<file path="config.mk">
export PLATFORM = sky130hd
export DESIGN_NAME = regfile_writeback
export DESIGN_NICKNAME = d
export VERILOG_FILES = /design/src/rtl/rv_wb_pkg.sv /design/src/rtl/wb_load_fifo.sv /design/src/rtl/regfile_writeback.sv
export SDC_FILE = /design/constraint.sdc
export NUM_CORES = 1
export LEC_CHECK = 0
export BUFFER_PORTS_ARGS = -buffer_cell sky130_fd_sc_hd__buf_2
export CAP_MARGIN = 20
export CORE_MARGIN = 2
export CORE_UTILIZATION = 56
export CTS_CLUSTER_DIAMETER = 60
export DETAILED_ROUTE_END_ITERATION = 10
export PLACE_DENSITY_LB_ADDON = 0.2
export SETUP_SLACK_MARGIN = 0.15
export SLEW_MARGIN = 20
export SYNTH_ARGS = -nofsm -noshare
export SYNTH_HDL_FRONTEND = slang
export SYNTH_SLANG_ARGS = --single-unit
</file>
<file path="constraint.sdc">
create_clock -name i_clk -period 2.9 [get_ports i_clk]
set_clock_uncertainty 0.15 [all_clocks]
set_input_delay 0.29 -clock i_clk [delete_from_list [all_inputs] [get_ports i_clk]]
set_output_delay 0.29 -clock i_clk [all_outputs]
set_load 0.05 [all_outputs]
</file>
<file path="src/rtl/rv_wb_pkg.sv">
// Shared types and helpers for the register-file write-back front end:
// load funct3 encodings, the buffered write entry, and load data extension.
package rv_wb_pkg;

  localparam int XLEN = 32;

  localparam logic [2:0] LB  = 3'b000;
  localparam logic [2:0] LH  = 3'b001;
  localparam logic [2:0] LW  = 3'b010;
  localparam logic [2:0] LBU = 3'b100;
  localparam logic [2:0] LHU = 3'b101;

  typedef struct packed {
    logic [4:0]      rd;
    logic [XLEN-1:0] data;
  } wb_entry_t;

  // Picks the addressed byte/half out of the aligned word and extends it;
  // any funct3 that is not a byte or half load behaves like LW.
  function automatic logic [XLEN-1:0] load_extend(
    input logic [XLEN-1:0] data,
    input logic [2:0]      funct3,
    input logic [1:0]      boff
  );
    logic [7:0]      byte_val;
    logic [15:0]     half_val;
    logic [XLEN-1:0] result;
    byte_val = data[{boff, 3'b000} +: 8];
    half_val = data[{boff[1], 4'b0000} +: 16];
    case (funct3)
      LB:      result = {{(XLEN-8){byte_val[7]}}, byte_val};
      LH:      result = {{(XLEN-16){half_val[15]}}, half_val};
      LBU:     result = {{(XLEN-8){1'b0}}, byte_val};
      LHU:     result = {{(XLEN-16){1'b0}}, half_val};
      default: result = data;
    endcase
    return result;
  endfunction

endpackage

</file>
<file path="src/rtl/wb_load_fifo.sv">
// Small synchronous FIFO holding extended load responses until the single
// register-file write port is free.
module wb_load_fifo
  import rv_wb_pkg::*;
#(
  parameter int DEPTH = 4
) (
  input  logic      i_clk,
  input  logic      i_reset,
  input  logic      push,
  input  wb_entry_t push_data,
  input  logic      pop,
  output logic      full,
  output logic      empty,
  output wb_entry_t head
);

  localparam int AW = $clog2(DEPTH);

  // One extra pointer bit distinguishes full from empty when the indices match.
  logic [AW:0] wr_ptr;
  logic [AW:0] rd_ptr;
  wb_entry_t   mem [DEPTH];

  assign empty = (wr_ptr == rd_ptr);
  assign full  = (wr_ptr[AW] != rd_ptr[AW]) && (wr_ptr[AW-1:0] == rd_ptr[AW-1:0]);
  assign head  = mem[rd_ptr[AW-1:0]];

  always_ff @(posedge i_clk or posedge i_reset) begin
    if (i_reset) begin
      wr_ptr <= '0;
      rd_ptr <= '0;
    end else begin
      if (push && !full)
        wr_ptr <= wr_ptr + (AW+1)'(1);
      if (pop && !empty)
        rd_ptr <= rd_ptr + (AW+1)'(1);
    end
  end

  always_ff @(posedge i_clk) begin
    if (push && !full)
      mem[wr_ptr[AW-1:0]] <= push_data;
  end

endmodule

</file>
<file path="src/rtl/regfile_writeback.sv">
// Merges ALU results and buffered load responses onto the single register-file
// write port, and tracks which registers still wait on a load.
module regfile_writeback
  import rv_wb_pkg::*;
#(
  parameter int XLEN           = rv_wb_pkg::XLEN,
  parameter int LSU_FIFO_DEPTH = 4,
  parameter int STARVE_LIMIT   = 3
) (
  input  logic            i_clk,
  input  logic            i_reset,
  input  logic            i_alu_valid,
  input  logic [4:0]      i_alu_rd,
  input  logic [XLEN-1:0] i_alu_data,
  input  logic            i_lsu_valid,
  output logic            o_lsu_ready,
  input  logic [4:0]      i_lsu_rd,
  input  logic [XLEN-1:0] i_lsu_data,
  input  logic [2:0]      i_lsu_funct3,
  input  logic [1:0]      i_lsu_boff,
  input  logic            i_issue_valid,
  input  logic [4:0]      i_issue_rd,
  output logic [31:0]     o_busy,
  output logic            o_wb_stall,
  output logic [4:0]      o_rd_addr,
  output logic [XLEN-1:0] o_rd_data,
  output logic            o_rd_wren
);

  localparam int SW = $clog2(STARVE_LIMIT + 1);

  wb_entry_t       push_entry;
  wb_entry_t       head;
  logic            fifo_full;
  logic            fifo_empty;
  logic            push;
  logic            pop;
  logic            sel_valid;
  logic [4:0]      sel_rd;
  logic [XLEN-1:0] sel_data;
  logic [31:0]     set_mask;
  logic [31:0]     clr_mask;
  logic [SW-1:0]   starve_cnt;

  assign o_lsu_ready     = !fifo_full;
  assign push            = i_lsu_valid && !fifo_full;
  assign push_entry.rd   = i_lsu_rd;
  assign push_entry.data = load_extend(i_lsu_data, i_lsu_funct3, i_lsu_boff);

  wb_load_fifo #(
    .DEPTH (LSU_FIFO_DEPTH)
  ) u_fifo (
    .i_clk     (i_clk),
    .i_reset   (i_reset),
    .push      (push),
    .push_data (push_entry),
    .pop       (pop),
    .full      (fifo_full),
    .empty     (fifo_empty),
    .head      (head)
  );

  // The ALU has no backpressure, so it always wins; loads fill idle slots.
  always_comb begin
    pop       = 1'b0;
    sel_valid = 1'b0;
    sel_rd    = '0;
    sel_data  = '0;
    if (i_alu_valid) begin
      sel_valid = 1'b1;
      sel_rd    = i_alu_rd;
      sel_data  = i_alu_data;
    end else if (!fifo_empty) begin
      pop       = 1'b1;
      sel_valid = 1'b1;
      sel_rd    = head.rd;
      sel_data  = head.data;
    end
  end

  always_ff @(posedge i_clk or posedge i_reset) begin
    if (i_reset) begin
      o_rd_wren <= 1'b0;
      o_rd_addr <= '0;
      o_rd_data <= '0;
    end else begin
      o_rd_wren <= sel_valid && (sel_rd != 5'd0);
      o_rd_addr <= sel_rd;
      o_rd_data <= sel_data;
    end
  end

  // A new issue to the same register outranks the completing load.
  always_comb begin
    set_mask = '0;
    clr_mask = '0;
    if (i_issue_valid)
      set_mask[i_issue_rd] = 1'b1;
    if (pop)
      clr_mask[head.rd] = 1'b1;
  end

  always_ff @(posedge i_clk or posedge i_reset) begin
    if (i_reset)
      o_busy <= '0;
    else
      o_busy <= ((o_busy & ~clr_mask) | set_mask) & ~32'd1;
  end

  // Counts consecutive cycles a waiting load lost the port; saturates at the limit.
  always_ff @(posedge i_clk or posedge i_reset) begin
    if (i_reset)
      starve_cnt <= '0;
    else if (fifo_empty || pop)
      starve_cnt <= '0;
    else if (i_alu_valid && (starve_cnt != SW'(STARVE_LIMIT)))
      starve_cnt <= starve_cnt + SW'(1);
  end

  assign o_wb_stall = (starve_cnt >= SW'(STARVE_LIMIT));

endmodule

</file>
==> results.cfg, run 1 <==
[global_routing]
grt_max_degree = 42
grt_overflow = 0
antenna_found_initial = 0
grt_pass1_wl_um = 35300
grt_usage = 0.253
grt_pass1_vias = 6630

[drt]
wirelength_um = 22500
drt-initial-drc-count = 590
antenna_left = 0
wl_per_cell_um = 19.9
firstDrtPassIters = 5
viasPerCell = 5.80
vias = 6576
route.detailed.drc = 0

[critical_path]
crit_chain = mux4_2, or2_1, or3_4, o32a_1
worstPathArrival_ns = 2.59
critPathSlowestCell = mux4_2
cp-end-kind = flip-flop
cpPeakStageDelay_ns = 0.58
crit_path_start_kind = flip-flop
crit_required_ns = 3.15
crit_fanout = 9
crit_type = flip-flop to flip-flop

[cts]
clockBufferDepth = 3
insertion_delay_ns = 0.51
cts_sinks = 225
cts_resized = 0
cts_tree = built
htreeDepth = 1
cts_buffers = 24
root_buffer = clkbuf_16
path_clk_slew_ns = 0.06

[finish]
layout.nets = 991
multiInputGateArea_um2 = 2910
fin_util = 0.706
antenna_cells = 0
areaGrowthSynthToFinish_pct = 23.5
regArea_um2 = 6370
drive_above_1_share = 0.286
n_fill_cell = 1169

[die]
die_h_um = 134
die_w_um = 134
pin_count = 161
die_area_um2 = 18000
std_cell_rows = 47
start_util = 0.571
core_um2 = 16600

[placement]
place_congestion = 0.850
hpwl_um = 15000
pre_cts_ws_ns = 0.575
io_buffers = 159

[synthesis]
synth_seq_cells = 225
ys_seq_area_frac = 0.673
syn-instance-count = 691
ys_dominant_reg_cell = edfxtp_1
async_flop_share = 0.342
postSynthAreaPerCell_um2 = 13.7
synthesis.area_um2 = 9470
synth_edf_count = 148
yosysWarningCount = 0
syn_nets = 786
synth_cell_types = 43

[pwr]
p_leak_nw = 4.78
vdd_ir_drop_max_mv = 0.796
powerDensity_nw_per_um2 = 1120

[timing]
finalMaxSlewViolations = 0
setup_slack_ns = 0.559
hold_viol_final = 0
min_period_ns = 2.34
min_period_over_period = 0.807
finalSetupViolCount = 0
rsz0062_at_grt = false
holdWs_ns = 0.0318
slew_headroom = 0.528
fin_setup_tns_ns = 0
tightest_slew_ns = 0.708
clock.fmax_ghz = 0.427

[flow_run]
cap_violations = 0

[outcome]
status = finished clean

[min_path]
holdCritPathClass = primary input to flip-flop
## repair_timing
action                                 CTS  global route
hold buffers                            43             0
setup buffers                            0             0
endpoints found under the hold margin  107             0
## state kept, by name, summed over array words and instances (netlist names)
| register | count |
|---|---|
| o_rd_wren | 1 |
| u_fifo.rd_ptr | 3 |
| u_fifo.wr_ptr | 3 |
| o_rd_addr | 5 |
| o_rd_data | 32 |
| starve_cnt | 2 |
| o_busy | 31 |
| u_fifo.mem | 148 |
## final cells by class
| cell class | instances | area share |
|---|---|---|
| Sequential cell | 225 | 0.545 |
| Clock inverter | 8 | 0.00567 |
| Multi-Input combinational cell | 421 | 0.249 |
| Clock buffer | 35 | 0.0584 |
| Inverter | 4 | 0.00139 |
| Timing Repair Buffer | 220 | 0.117 |
| Tap cell | 220 | 0.0235 |
## per-stage QoR
stage	power [mW]	cell area [µm²]	cells
2_1_floorplan	8.78	9470	691
3_3_place_gp	10.1	10500	1047
3_5_place_dp	10.2	10500	1047
4_1_cts	13.2	11700	1133
5_1_grt	13.7	11700	1133
6_report	13.1	11700	1133
## critical path: cells and delay by family (launching register included)
kind	cells	cell delay, ns
and+or+nand+nor	2	0.64
DFF	1	0.50
AOI/OAI and AO/OA	1	0.35
muxes	1	0.58
## cell usage in the layout, fill, tap and decap left out, types with 4 or more instances in the layout
master / instances
a22o_1: 8
xor2_1: 6
dlygate4sd3_1: 43
clkbuf_1: 8
clkinv_2: 5
xnor2_1: 5
nor3_1: 25
mux2i_1: 12
nand2_1: 110
nand3b_1: 7
ha_1: 6
or3b_2: 4
a31oi_1: 12
mux4_2: 36
nor2_1: 71
a221o_1: 7
dfrtp_1: 75
o21ai_0: 40
o22a_1: 9
a21oi_1: 26
nand3_1: 4
buf_4: 17
buf_2: 159
clkbuf_16: 25
edfxtp_1: 148
and2_2: 4
## metal layers
metal | share of wire | vias up | wire, µm | track usage
met2 | 0.49 | 318 | 11000 | 0.416
met5 | 0 | - | 0 | 0
met3 | 0.076 | 46 | 1700 | 0.0389
li1 | - | 2966 | - | -
met4 | 0.028 | 0 | 630 | 0.0901
met1 | 0.41 | 3246 | 9160 | 0.351
## final timing paths
path | startpoint | end | slack (ns) | cells past startpoint
max | u_fifo.rd_ptr[0] | o_busy[24] | 0.56 | 4
min | i_lsu_data[17] | u_fifo.mem[0][17] | 0.03 | 3
max reg2reg | u_fifo.rd_ptr[0] | o_busy[24] | 0.56 | 4
min reg2reg | o_busy[19] | o_busy[19] | 0.38 | 2
max in group asynchronous | i_reset | o_rd_data[15] | 1.78 | 4
min in group asynchronous | i_reset | o_busy[27] | 0.17 | 3
## report_power, final
group	internal, mW	switching (mW)
registers	4.48	0.393
logic	1.62	3.69
clock network	1.72	1.17
total	7.82	5.26
## kinds of logic after synthesis
family          count (synthesis)  share of synthesized area
flops                         225                      0.673
compound gates                109                     0.0721
buf+inv                        45                     0.0205
xor+xnor                       11                     0.0102
mux                            52                      0.105
other cells                     1                   0.000396
simple gates                  242                      0.112
fa+ha+maj                       6                    0.00793
## synthesized netlist by cell type (all sizes together), types with 2 or more instances
| cell type | instances | area (µm²) |
|---|---|---|
| o22a | 9 | 78.8 |
| and3b | 3 | 26.3 |
| nand2 | 110 | 413 |
| a22o | 8 | 70.1 |
| edfxtp | 148 | 4440 |
| nand2b | 3 | 18.8 |
| nand3 | 4 | 20.0 |
| mux4 | 37 | 837 |
| mux2 | 3 | 33.8 |
| and3 | 2 | 12.5 |
| ha | 6 | 75.1 |
| and2 | 5 | 31.3 |
| o31ai | 2 | 15.0 |
| a221o | 7 | 70.1 |
| a21oi | 26 | 130 |
| nand3b | 7 | 52.6 |
| xnor2 | 5 | 43.8 |
| nor3 | 25 | 125 |
| inv | 3 | 11.3 |
| a31oi | 12 | 75.1 |
| nor2 | 71 | 267 |
| nor2b | 2 | 12.5 |
| clkbuf | 30 | 113 |
| o21ai | 40 | 200 |
| dfrtp | 77 | 1930 |
| or3b | 4 | 35.0 |
| nor4 | 3 | 18.8 |
| xor2 | 6 | 52.6 |
| buf | 11 | 66.3 |
| mux2i | 12 | 120 |
Power figures use the tool's default switching activity.
==> run 2: changes to the inputs <==
--- a/config.mk
+++ b/config.mk
@@ -8,7 +8,7 @@
 export BUFFER_PORTS_ARGS = -buffer_cell sky130_fd_sc_hd__buf_2
 export CAP_MARGIN = 20
 export CORE_MARGIN = 2
-export CORE_UTILIZATION = 56
+export CORE_UTILIZATION = 51
 export CTS_CLUSTER_DIAMETER = 60
 export DETAILED_ROUTE_END_ITERATION = 10
 export PLACE_DENSITY_LB_ADDON = 0.2
==> constraint.sdc (replaced) <==
create_clock -name i_clk -period 1.96 [get_ports i_clk]
set_clock_uncertainty 0.15 [all_clocks]
set_input_delay 0.196 -clock i_clk [delete_from_list [all_inputs] [get_ports i_clk]]
set_output_delay 0.196 -clock i_clk [all_outputs]
set_load 0.05 [all_outputs]
==> run 2 against run 1 <==
Compared with the run above:
- the flow now finishes with violations (setup timing)
- final cell count grew 11%
- cell area up 16%
- sequential power grew 48%
- total power rose by 76%
- critical path depth unchanged
- worst hold slack got worse by 0.0067 ns
- largest cell class unchanged
- highest routed layer unchanged
==> results.cfg, run 2 (synthesis results as in run 1) <==
[finish]
fin_util = 0.752
regArea_um2 = 6370
areaGrowthSynthToFinish_pct = 43.6
fin_cells = 1252
layout.nets = 1101
multiInputGateArea_um2 = 3300
layout_commonest_cell = buf_2
final_cell_mix = buf_2, edfxtp_1, nand2_1, dfrtp_1, dlygate4sd3_1
stdcell_area_um2 = 13600
largest_reg_flops = 148
n_fill_cell = 1086
antenna_cells = 0
drive_above_1_share = 0.381

[global_routing]
antenna_found_initial = 0
grt_pass1_wl_um = 40100
use_met1 = 0.336
use_met2 = 0.464
grt_pass1_vias = 7487
grt_max_degree = 64
busiest_layer = met2
grt_overflow = 0
grt_usage = 0.263
use_met3 = 0.0509

[timing]
min_period_ns = 2.11
fin_setup_tns_ns = -13.42
rsz0062_at_grt = true
setup_slack_ns = -0.154
finalMaxSlewViolations = 0
min_period_over_period = 1.08
hold_viol_final = 0
finalSetupViolCount = 172
holdWs_ns = 0.0251
clock.fmax_ghz = 0.473
tightest_slew_ns = 0.492
slew_headroom = 0.669

[outcome]
violations = setup timing
status = finished, violations left

[drt]
route.detailed.drc = 0
vias = 7157
wl_per_cell_um = 21.0
viasPerCell = 5.72
firstDrtPassIters = 5
antenna_left = 0
wirelength_um = 26300
drt-initial-drc-count = 539

[die]
start_util = 0.524
die_area_um2 = 19700
pin_count = 161
std_cell_rows = 49
die_h_um = 140
die_w_um = 140
core_um2 = 18100

[critical_path]
cp-end-kind = flip-flop
crit_path_start_kind = flip-flop
worstPathArrival_ns = 2.35
crit_fanout = 4
rr_startpoint = u_fifo.rd_ptr[0]
crit_required_ns = 2.20
crit_start = u_fifo.rd_ptr[0]
crit_type = flip-flop to flip-flop

[placement]
dp_cells = 1092
hpwl_um = 15900
postPlaceCellArea_um2 = 11000
pre_cts_ws_ns = -0.190
io_buffers = 159
place_congestion = 0.926

[pwr]
vdd_ir_drop_max_mv = 0.723
p_leak_nw = 5.57
total_power_mw = 23.0
powerDensity_nw_per_um2 = 1690

[min_path]
worstHoldStart = i_lsu_data[9]
holdCritPathClass = primary input to flip-flop

[cts]
cts_tree = built
path_clk_slew_ns = 0.06
cts_sinks = 225
cts_buffers = 23
htreeDepth = 1
clockBufferDepth = 3
root_buffer = clkbuf_16
insertion_delay_ns = 0.51

[flow_run]
cap_violations = 0
run 2: repair_timing:
action                                  4_1_cts  5_1_grt
pin swaps                                    14       30
gates cloned                                 11        5
hold buffers                                 74        0
gates resized for setup                      71       42
buffers inserted                             15       13
endpoints found under the setup margin      215      214
endpoints found under the hold margin       228        0
run 2: critical path: stages, from the launching register on:
cell and delay (ns):
dfrtp_2 0.40, mux4_2 0.53, or2_1 0.26, or3_4 0.36, o32a_1 0.30
run 2: area by class of cell:
cell class	count	area share
Timing Repair Buffer	330	0.212
Inverter	4	0.00138
Clock buffer	31	0.0460
Tap cell	229	0.0211
Clock inverter	11	0.00828
Sequential cell	225	0.469
Multi-Input combinational cell	422	0.242
run 2: metal layers:
metal / vias up / wire length, µm
li1: 3208 / -
met1: 3529 / 10300
met2: 362 / 13500
met3: 58 / 1870
met4: 0 / 683
met5: - / 0
run 2: report_power, final:
group / leakage, nW / switching [mW] / internal, mW
registers: 2.30 / 0.592 / 6.62
logic: 2.91 / 6.66 / 4.82
clock network: 0.362 / 1.76 / 2.51
total: 5.57 / 9.01 / 13.9
run 2: path summary, 6_finish.rpt:
path	endpoint	slack, ns	cells past startpoint
worst max-delay path	o_busy[24]	-0.15	4
min in group asynchronous	o_rd_data[12]	0.09	3
worst min register to register	o_busy[15]	0.39	2
max in group asynchronous	u_fifo.rd_ptr[0]	0.85	4
worst max register to register	o_busy[24]	-0.15	4
worst min-delay path	u_fifo.mem[0][9]	0.03	2
